**src/rtl/pipe_stage_reg.sv**
```systemverilog
// pipe_stage_reg: inter-stage pipeline register for PC + payload with valid/ready,
// flush, optional 2-entry skid buffer and a saturating back-pressure counter.
module pipe_stage_reg #(
    parameter int              PC_W     = 32,
    parameter int              DATA_W   = 32,
    parameter logic [PC_W-1:0] RESET_PC = '0,
    parameter bit              SKID     = 1'b1,
    parameter int              CNT_W    = 16
) (
    input  logic              clk,
    input  logic              reset,
    input  logic              flush,
    input  logic              in_valid,
    output logic              in_ready,
    input  logic [PC_W-1:0]   in_pc,
    input  logic [DATA_W-1:0] in_data,
    output logic              out_valid,
    input  logic              out_ready,
    output logic [PC_W-1:0]   out_pc,
    output logic [DATA_W-1:0] out_data,
    output logic [CNT_W-1:0]  stall_cnt
);
    typedef enum logic [1:0] {ST_EMPTY, ST_FULL, ST_SKID} state_t;

    state_t            state, state_nx;
    logic              rdy_q;
    logic              in_fire, out_fire;
    logic              load_m, load_s, take_s;
    logic [PC_W-1:0]   m_pc, s_pc;
    logic [DATA_W-1:0] m_data, s_data;

    assign out_valid = state != ST_EMPTY;
    // With the skid buffer in_ready comes straight from a flop, cutting the ready path.
    assign in_ready  = SKID ? rdy_q : (!out_valid || out_ready);
    assign in_fire   = in_valid && in_ready;
    assign out_fire  = out_valid && out_ready;
    assign out_pc    = m_pc;
    assign out_data  = m_data;

    always_comb begin
        state_nx = state;
        load_m   = 1'b0;
        load_s   = 1'b0;
        take_s   = 1'b0;
        if (flush) begin
            state_nx = ST_EMPTY;
        end else begin
            case (state)
                ST_EMPTY: begin
                    state_nx = in_fire ? ST_FULL : ST_EMPTY;
                    load_m   = in_fire;
                end
                ST_FULL: begin
                    load_m   = in_fire && out_fire;
                    load_s   = in_fire && !out_fire;
                    state_nx = load_s ? ST_SKID : (!in_fire && out_fire) ? ST_EMPTY : ST_FULL;
                end
                ST_SKID: begin
                    take_s   = out_fire;
                    state_nx = out_fire ? ST_FULL : ST_SKID;
                end
                default: state_nx = ST_EMPTY;
            endcase
        end
    end

    always_ff @(posedge clk or posedge reset) begin
        if (reset) begin
            state <= ST_EMPTY;
            rdy_q <= 1'b1;
        end else begin
            state <= state_nx;
            rdy_q <= state_nx != ST_SKID;
        end
    end

    // Payload only moves on accepted entries, so idle inputs never reach out_*.
    always_ff @(posedge clk or posedge reset) begin
        if (reset) begin
            m_pc   <= RESET_PC;
            m_data <= '0;
            s_pc   <= '0;
            s_data <= '0;
        end else begin
            if (load_m) begin
                m_pc   <= in_pc;
                m_data <= in_data;
            end else if (take_s) begin
                m_pc   <= s_pc;
                m_data <= s_data;
            end
            if (load_s) begin
                s_pc   <= in_pc;
                s_data <= in_data;
            end
        end
    end

    always_ff @(posedge clk or posedge reset) begin
        if (reset)
            stall_cnt <= '0;
        else if (out_valid && !out_ready && stall_cnt != '1)
            stall_cnt <= stall_cnt + CNT_W'(1);
    end
endmodule

```
**config.mk**
```make
export PLATFORM = sky130hd
export DESIGN_NAME = pipe_stage_reg
export DESIGN_NICKNAME = d
export VERILOG_FILES = /design/src/rtl/pipe_stage_reg.sv
export SDC_FILE = /design/constraint.sdc
export NUM_CORES = 1
export LEC_CHECK = 0
export CAP_MARGIN = 15
export CORE_UTILIZATION = 46
export CTS_BUF_LIST = sky130_fd_sc_hd__clkbuf_4
export DETAILED_ROUTE_END_ITERATION = 8
export PLACE_DENSITY = 0.83
export SLEW_MARGIN = 0
export SYNTH_ARGS = -nofsm -noshare
export SYNTH_HDL_FRONTEND = slang
export SYNTH_SLANG_ARGS = --single-unit
```
**constraint.sdc**
```tcl
create_clock -name clk -period 4.75 [get_ports clk]
set_input_delay 0.7125 -clock clk [delete_from_list [all_inputs] [get_ports clk]]
set_output_delay 0.7125 -clock clk [all_outputs]
set_load 0.005 [all_outputs]
```
==> results of run 1 <==
-- metrics by stage --
step	utilization [%]	instances	setup WS, ps
4_1_cts	61.29	779	2100
6_report	61.31	780	2097
3_3_place_gp	59.35	749	1791
2_1_floorplan	-	448	87.82
5_1_grt	61.31	780	1993
3_5_place_dp	59.35	749	1733
-- worst paths after layout --
kind / cells past startpoint / end / slack, ps / from
min in group asynchronous: 2 / s_data[17] / 750 / reset
setup / recovery: 9 / out_pc[20] / 2100 / state[1]
setup reg to reg: 9 / out_pc[20] / 2100 / state[1]
max in group asynchronous: 3 / in_ready / 3040 / reset
hold / removal: 1 / s_data[17] / 500 / s_data[17]
hold reg to reg: 1 / s_data[17] / 500 / s_data[17]
-- layer usage --
layer,vias to the layer above,global-route usage (%)
met5,-,0
met1,2332,27.93
met4,0,6.092
met3,11,5.843
met2,139,36.74
li1,2006,-
-- power by group --
group	total [uW]	internal [uW]	switching (uW)
Combinational	994	670	324
Sequential	1880	1640	241
Clock	736	337	399
Total	3610	2640	964
-- final cells by class --
cell class	count	area [sq um]
fillers	1041	5144
flip-flops and latches	147	3680
multi-input cells	261	2392
repair buffers	161	1579
well taps	176	220.2
clock buffers	23	172.7
clock inverters	7	85.08
inverters	4	20.02
diodes	1	2.502
-- placed cells by master (no fill, tap or decap), types with 2 or more instances in the layout --
cell type / synthesis / routed
buf_4: 1 / 11
nor4_1: 3 / 3
xnor2_1: 7 / 7
clkbuf_4: 0 / 23
nor3_1: 4 / 4
clkdlybuf4s50_1: 0 / 149
o21ai_0: 2 / 2
o22a_1: 128 / 128
clkinv_2: 0 / 2
nor2_1: 2 / 2
nand4_1: 5 / 5
ha_1: 3 / 3
xor2_1: 8 / 8
mux2_1: 4 / 4
nand3b_1: 3 / 3
nor3b_1: 2 / 2
clkinv_1: 0 / 2
inv_1: 4 / 3
or2_2: 2 / 2
dfrtp_1: 146 / 146
bufinv_16: 0 / 2
nand3_1: 3 / 3
mux2_2: 60 / 60
nand2_1: 4 / 4
and2_1: 5 / 5
-- kinds of logic after synthesis --
group           Yosys count  synth area share, %
compound gates          134                18.62
xor+xnor                 15                2.085
fa+ha+maj                 3               0.5957
buf+inv                  40                3.772
flops                   147                58.39
mux                      65                11.67
simple gates             44                4.864
-- flip-flops by register name, summed over array words and instances (netlist names) --
register / count
out_data: 32
out_pc: 32
s_data: 32
s_pc: 32
stall_cnt: 16
state: 2
in_ready: 1
==> flow_summary.toml, run 1 <==
[floorplanning]
core_area_sq_mm = 0.01330
die_h_microns = 119.1
die_w_microns = 119.1
row_count = 42
io_pins = 151
die-area_sq_mm = 0.01417
start_util_pct = 47.40

[synth]
yosys-top-cells-area = "dfrtp_1 (58%), o22a_1 (18%), mux2_2 (11%)"
ys.flop_type = "dfrtp_1"
synth_edf_count = 0
synth.most_common_cell = "dfrtp_1"
ys_top_cells_by_count = "dfrtp_1 (146), o22a_1 (128), mux2_2 (60)"
yosysWarnings = 0
netlist_instances = 448
yosys.area.top_type = "dfrtp_1"
syn_nets = 520
syn_avg_cell_area_sq_um = 14.07
synthDistinctLibCells = 40
synth.top_cell.area_share_pct = 57.97
synth-seq-cells = 147
yosysSeqAreaShare_pct = 58.39
syn_area_sq_mm = 0.006302
async_reset_ff_share_pct = 100.0

[global_route]
grt_max_degree = 110
track_usage_pct = 21.93
grt_pass1_vias = 4736
antenna_found_initial = 1
overflow = 0
grt_pass1_wl_microns = 24230

[placement]
dp.final_hpwl_microns = 9554
placed_area_sq_mm = 0.007891
port_buffers = 150
finalWeightedCongestion = 0.8008

[pwr]
p_leak_uw = 0.003235
cellPowerDensity_mw_per_mm2 = 442.5
ir_drop_uv = 387.8
power_uw = 3607

[sta]
finalSetupViolations = 0
finalClockSkew_ps = 10.26
slew_headroom_pct = 34.07
min_period_ps = 2653
rsz0062_at_grt = "false"
clock.fmax_mhz = 376.9
tightest_slew_ps = 989.0
timing.setup.tns_ps = 0
drv_slew = 0
hold_viol_final = 0
timing.final.crit_share_pct = 55.86
hold_slack_ps = 501.0

[setup_path]
path_buf_inv = 2
crit_fanout = 40
path_class = "register to register"
cp_cell_sequence = "or2_2 > and2_1 > ha_1 > and2_1 > o21ai_4 > buf_4 > a21oi_4 > buf_4 > o22a_1"
required_ps = 5150
end_kind = "register"
cp_slowest_cell = "dfrtp_1"
path_delay_family = "simple AND/OR/NAND/NOR gates"
arrival_ps = 3060
cpPeakStageDelay_ps = 480
startpoint_type = "register"

[clocking]
postCtsHoldBufs = 0
clock_path_buffers = 2
cts_tree = "built"
clk_pin_slew_ps = 110
cts.sinks = 147
clockRootBuffer = "clkbuf_4"
cts_htree_levels = 4
insertion_delay_ps = 520
post_cts_buffers = 0
cts_inserted_buffers = 17
cts.repair.resized = 0

[flow_run]
drv_cap = 0

[routing]
routedWlPerCell_microns = 18.50
first_iter_violations = 216
met2_length_microns = 7282
top_layer_used = "met4"
drt-met1-wl_microns = 6284
final_antenna_net_count = 0
drt-pass1-iter-count = 4
vias = 4488
routed_via_density = 5.754
drt_wl_total_microns = 14430
wl_met3_microns = 749
drc = 0

[cells_and_area]
final_area_sq_mm = 0.008152
drive_gt1_share_pct = 18.74
area_growth_pct = 29.34
nets = 664

[worst_hold_path]
hold_path_class = "register to register"

[run_status]
outcome = "completed"
Note: power is estimated with default switching activity, not from simulation.
==> inputs of run 2 (changes only) <==
- CORE_UTILIZATION: 46 -> 51
- PLACE_DENSITY: 0.83 -> 0.87
- clock period: 4.75 -> 2.6 ns (I/O delays scaled with it)
==> flow_summary.toml, run 2 (same netlist as run 1, synthesis figures left out) <==
[sta]
hold_viol_final = 0
slew_headroom_pct = 54.38
timing.setup.tns_ps = 0
timing.final.crit_share_pct = 88.71
finalClockSkew_ps = 22.17
finalWorstSetupSlack_ps = 293.5
drv_slew = 0
rsz0062_at_grt = "false"
tightest_slew_ps = 682.9
finalSetupViolations = 0
clock.fmax_mhz = 433.6
min_period_ps = 2306

[cells_and_area]
multi_input_area_sq_mm = 0.002392
drive_gt1_share_pct = 19.64
antenna_cells = 0
nets = 670
postLayoutCoreUtil_pct = 69.54
mostFrequentLayoutCell = "clkdlybuf4s50_1"
final_cells = 758
area_growth_pct = 32.54
mostFrequentLayoutCells = "clkdlybuf4s50_1 (149), dfrtp_1 (146), o22a_1 (128)"
fill_cells = 849
register_area_sq_mm = 0.003680

[pwr]
cellPowerDensity_mw_per_mm2 = 850.5
p_clk_share_pct = 25.7
power_switching_uw = 1813
power_uw = 7104
p_comb_share_pct = 25.9
ir_drop_uv = 512.1
pwr-share-seq_pct = 48.3
p_int_uw = 5291
p_leak_uw = 0.003343
swShare_pct = 25.52

[setup_path]
r2r_cells = 8
timing.reg2reg.setup_slack_ps = 290
startpoint_type = "register"
end_kind = "register"
arrival_ps = 2740
crit_fanout = 35
path_class = "register to register"
required_ps = 3040

[clocking]
clock_path_buffers = 2
postCtsHoldBufs = 0
cts_htree_levels = 4
cts.sinks = 147
clk_pin_slew_ps = 110
cts_tree = "built"
cts.repair.resized = 0
clockRootBuffer = "clkbuf_4"
insertion_delay_ps = 550
cts_inserted_buffers = 17
post_cts_buffers = 0

[floorplanning]
die-area_sq_mm = 0.01281
io_pins = 151
die_h_microns = 113.2
core_area_sq_mm = 0.01201
start_util_pct = 52.47
row_count = 40
die_w_microns = 113.2

[routing]
routedWlPerCell_microns = 19.37
drt-pass1-iter-count = 4
drt_wl_total_microns = 14680
vias = 4494
first_iter_violations = 284
final_antenna_net_count = 0
drc = 0
routed_via_density = 5.929

[placement]
dp.final_hpwl_microns = 9895
finalWeightedCongestion = 0.8575
port_buffers = 150
place_inst = 726
dpl_worst_slack_ps = 249.2

[worst_hold_path]
hold_path_class = "input pin to async pin"

[global_route]
grt_pass1_wl_microns = 23810
grt_pass1_vias = 4649
antenna_found_initial = 0
overflow = 0
track_usage_pct = 24.36
grt_max_degree = 56

[run_status]
outcome = "completed"

[flow_run]
drv_cap = 0
[run 2: cell count changes in the layout (fill, tap and decap cells not counted)]
cell	previous run	this run
buf_12	0	6
bufinv_16	2	7
clkbuf_4	23	19
clkinv_1	2	3
clkinv_2	2	3
diode_2	1	0
inv_6	1	0
[run 2: power by group through the flow]
stage	Clock (uW)	Sequential (uW)	Combinational (uW)
2_1_floorplan	0	3380	937
3_3_place_gp	0	3410	1780
3_5_place_dp	0	3470	1860
4_1_cts	1870	3430	1870
5_1_grt	1970	3520	1980
6_report	1830	3430	1840
[run 2: critical path: stages, from the launching register on]
cell	delay, ps
dfrtp_1	480
or2_2	330
and2_1	180
inv_1	60
ha_1	170
nand2_1	100
nor3_4	230
buf_12	270
mux2_2	370
[run 2: layout make-up]
type                       count  share of cell area, %
sequential                   147                  44.05
multi-input combinational    261                  28.64
timing repair buffer         167                  20.34
clock inverter                13                  2.831
tap                          147                  2.202
clock buffer                  19                  1.708
inverter                       4                 0.2247
[run 2: path summary, 6_finish.rpt]
check                           startpoint            end
worst max-delay path              state[1]       s_pc[25]
worst min-delay path                 reset    out_data[2]
worst max register to register    state[1]       s_pc[25]
worst min register to register   s_data[0]      s_data[0]
max in group asynchronous            reset  stall_cnt[12]
min in group clk                     flush       state[1]
[run 2: layer usage]
metal  global-route usage, %  routed length (microns)
met2                   40.61                     7372
met1                   31.03                     6426
met4                   8.070                      185
met5                       0                        0
met3                   6.427                      694
[run 2: stage by stage]
stage          area, sq um  hold slack (ps)
2_1_floorplan         6306            458.7
3_3_place_gp          7974            467.5
3_5_place_dp          7974            479.7
4_1_cts               8353            258.6
5_1_grt               8353            268.9
6_report              8353            272.3
==> inputs of run 3 (changes only) <==
- CAP_MARGIN: 15 -> not set
- MAX_ROUTING_LAYER: not set -> met4
==> flow_summary.toml, run 3 (same netlist as run 1, synthesis figures left out) <==
[sta]
tightest_slew_ps = 675.2
slew_headroom_pct = 54.89
timing.setup.tns_ps = 0
finalWorstSetupSlack_ps = 304.1
finalSetupViolations = 0
hold_slack_ps = 273.9
finalClockSkew_ps = 17.42
rsz0062_at_grt = "false"
min_period_ps = 2296
timing.final.crit_share_pct = 88.30
clock.fmax_mhz = 435.6
hold_viol_final = 0
drv_slew = 0

[clocking]
cts_inserted_buffers = 17
clk_pin_slew_ps = 120
postCtsHoldBufs = 0
post_cts_buffers = 0
cts.sinks = 147
cts_tree = "built"
cts_htree_levels = 4
cts.repair.resized = 0
clock_path_buffers = 2
insertion_delay_ps = 550
clockRootBuffer = "clkbuf_4"

[cells_and_area]
register_area_sq_mm = 0.003680
drive_gt1_share_pct = 19.64
mostFrequentLayoutCell = "clkdlybuf4s50_1"
mostFrequentLayoutCells = "clkdlybuf4s50_1 (149), dfrtp_1 (146), o22a_1 (128)"
nets = 670
area_growth_pct = 32.54
fill_cells = 849
multi_input_area_sq_mm = 0.002392
antenna_cells = 0

[global_route]
track_usage_pct = 25.09
grt_pass1_vias = 4644
grt_max_degree = 56
overflow = 0
grt_pass1_wl_microns = 23810
antenna_found_initial = 0

[placement]
dp.final_hpwl_microns = 9895
dpl_worst_slack_ps = 249.2
finalWeightedCongestion = 0.8712
port_buffers = 150

[setup_path]
crit_fanout = 35
end_kind = "register"
path_class = "register to register"
startpoint_type = "register"
required_ps = 3030
arrival_ps = 2730

[pwr]
ir_drop_uv = 512.7
cellPowerDensity_mw_per_mm2 = 850.6
p_clk_share_pct = 25.7
p_comb_share_pct = 25.9
p_leak_uw = 0.003343
power_switching_uw = 1814
swShare_pct = 25.53
p_int_uw = 5291
pwr-share-seq_pct = 48.3

[routing]
drt_wl_total_microns = 14650
drc = 0
first_iter_violations = 258
vias = 4479
final_antenna_net_count = 0
routed_via_density = 5.909
drt-pass1-iter-count = 4
routedWlPerCell_microns = 19.32

[run_status]
outcome = "completed"

[floorplanning]
core_area_sq_mm = 0.01201
die_h_microns = 113.2
io_pins = 151
die-area_sq_mm = 0.01281
row_count = 40
start_util_pct = 52.47
die_w_microns = 113.2

[flow_run]
drv_cap = 0

[worst_hold_path]
hold_path_class = "input pin to async pin"
==> run 3: critical path, cell delays in order (launching register included) <==
cell and delay (ps):
dfrtp_1 480, or2_2 330, and2_1 180, inv_1 60
ha_1 160, nand2_1 90, nor3_4 230, buf_12 260
mux2_2 360
==> run 3: final cells by class <==
class | instances | area share, %
clock inverters | 13 | 2.831
well taps | 147 | 2.202
inverters | 4 | 0.2247
flip-flops and latches | 147 | 44.05
clock buffers | 19 | 1.708
repair buffers | 167 | 20.34
multi-input cells | 261 | 28.64
==> run 3: power groups by stage <==
| stage | clock network, uW | registers, uW | logic, uW |
|---|---|---|---|
| 4_1_cts | 1870 | 3430 | 1870 |
| 6_report | 1830 | 3430 | 1840 |
| 2_1_floorplan | 0 | 3380 | 937 |
| 3_3_place_gp | 0 | 3410 | 1780 |
| 5_1_grt | 1960 | 3520 | 1980 |
| 3_5_place_dp | 0 | 3470 | 1860 |
==> run 3: through the flow <==
| step | utilization [%] | instances | total power (uW) | instance area [sq um] |
|---|---|---|---|---|
| 4_1_cts | 69.54 | 758 | 7159 | 8353 |
| 3_5_place_dp | 66.39 | 726 | 5327 | 7974 |
| 5_1_grt | 69.54 | 758 | 7467 | 8353 |
| 6_report | 69.54 | 758 | 7105 | 8353 |
| 3_3_place_gp | 66.39 | 726 | 5188 | 7974 |
| 2_1_floorplan | - | 448 | 4317 | 6306 |
==> run 3: metal layers <==
metal,GRT usage (%),vias to the layer above,share of wire [%]
met3,5.356,16,4.5
met4,8.860,0,1.6
met1,31.42,2314,44
li1,-,2030,-
met5,-,-,0
met2,40.53,119,50
==> run 3: worst paths after layout <==
path	from	endpoint	slack (ps)	cells past startpoint
worst min register to register	s_data[9]	s_data[9]	510	1
min in group clk	flush	state[1]	350	2
worst max register to register	state[1]	s_data[24]	300	8
max in group asynchronous	reset	stall_cnt[12]	1690	3
worst min-delay path	reset	s_pc[29]	270	2
worst max-delay path	state[1]	s_data[24]	300	8
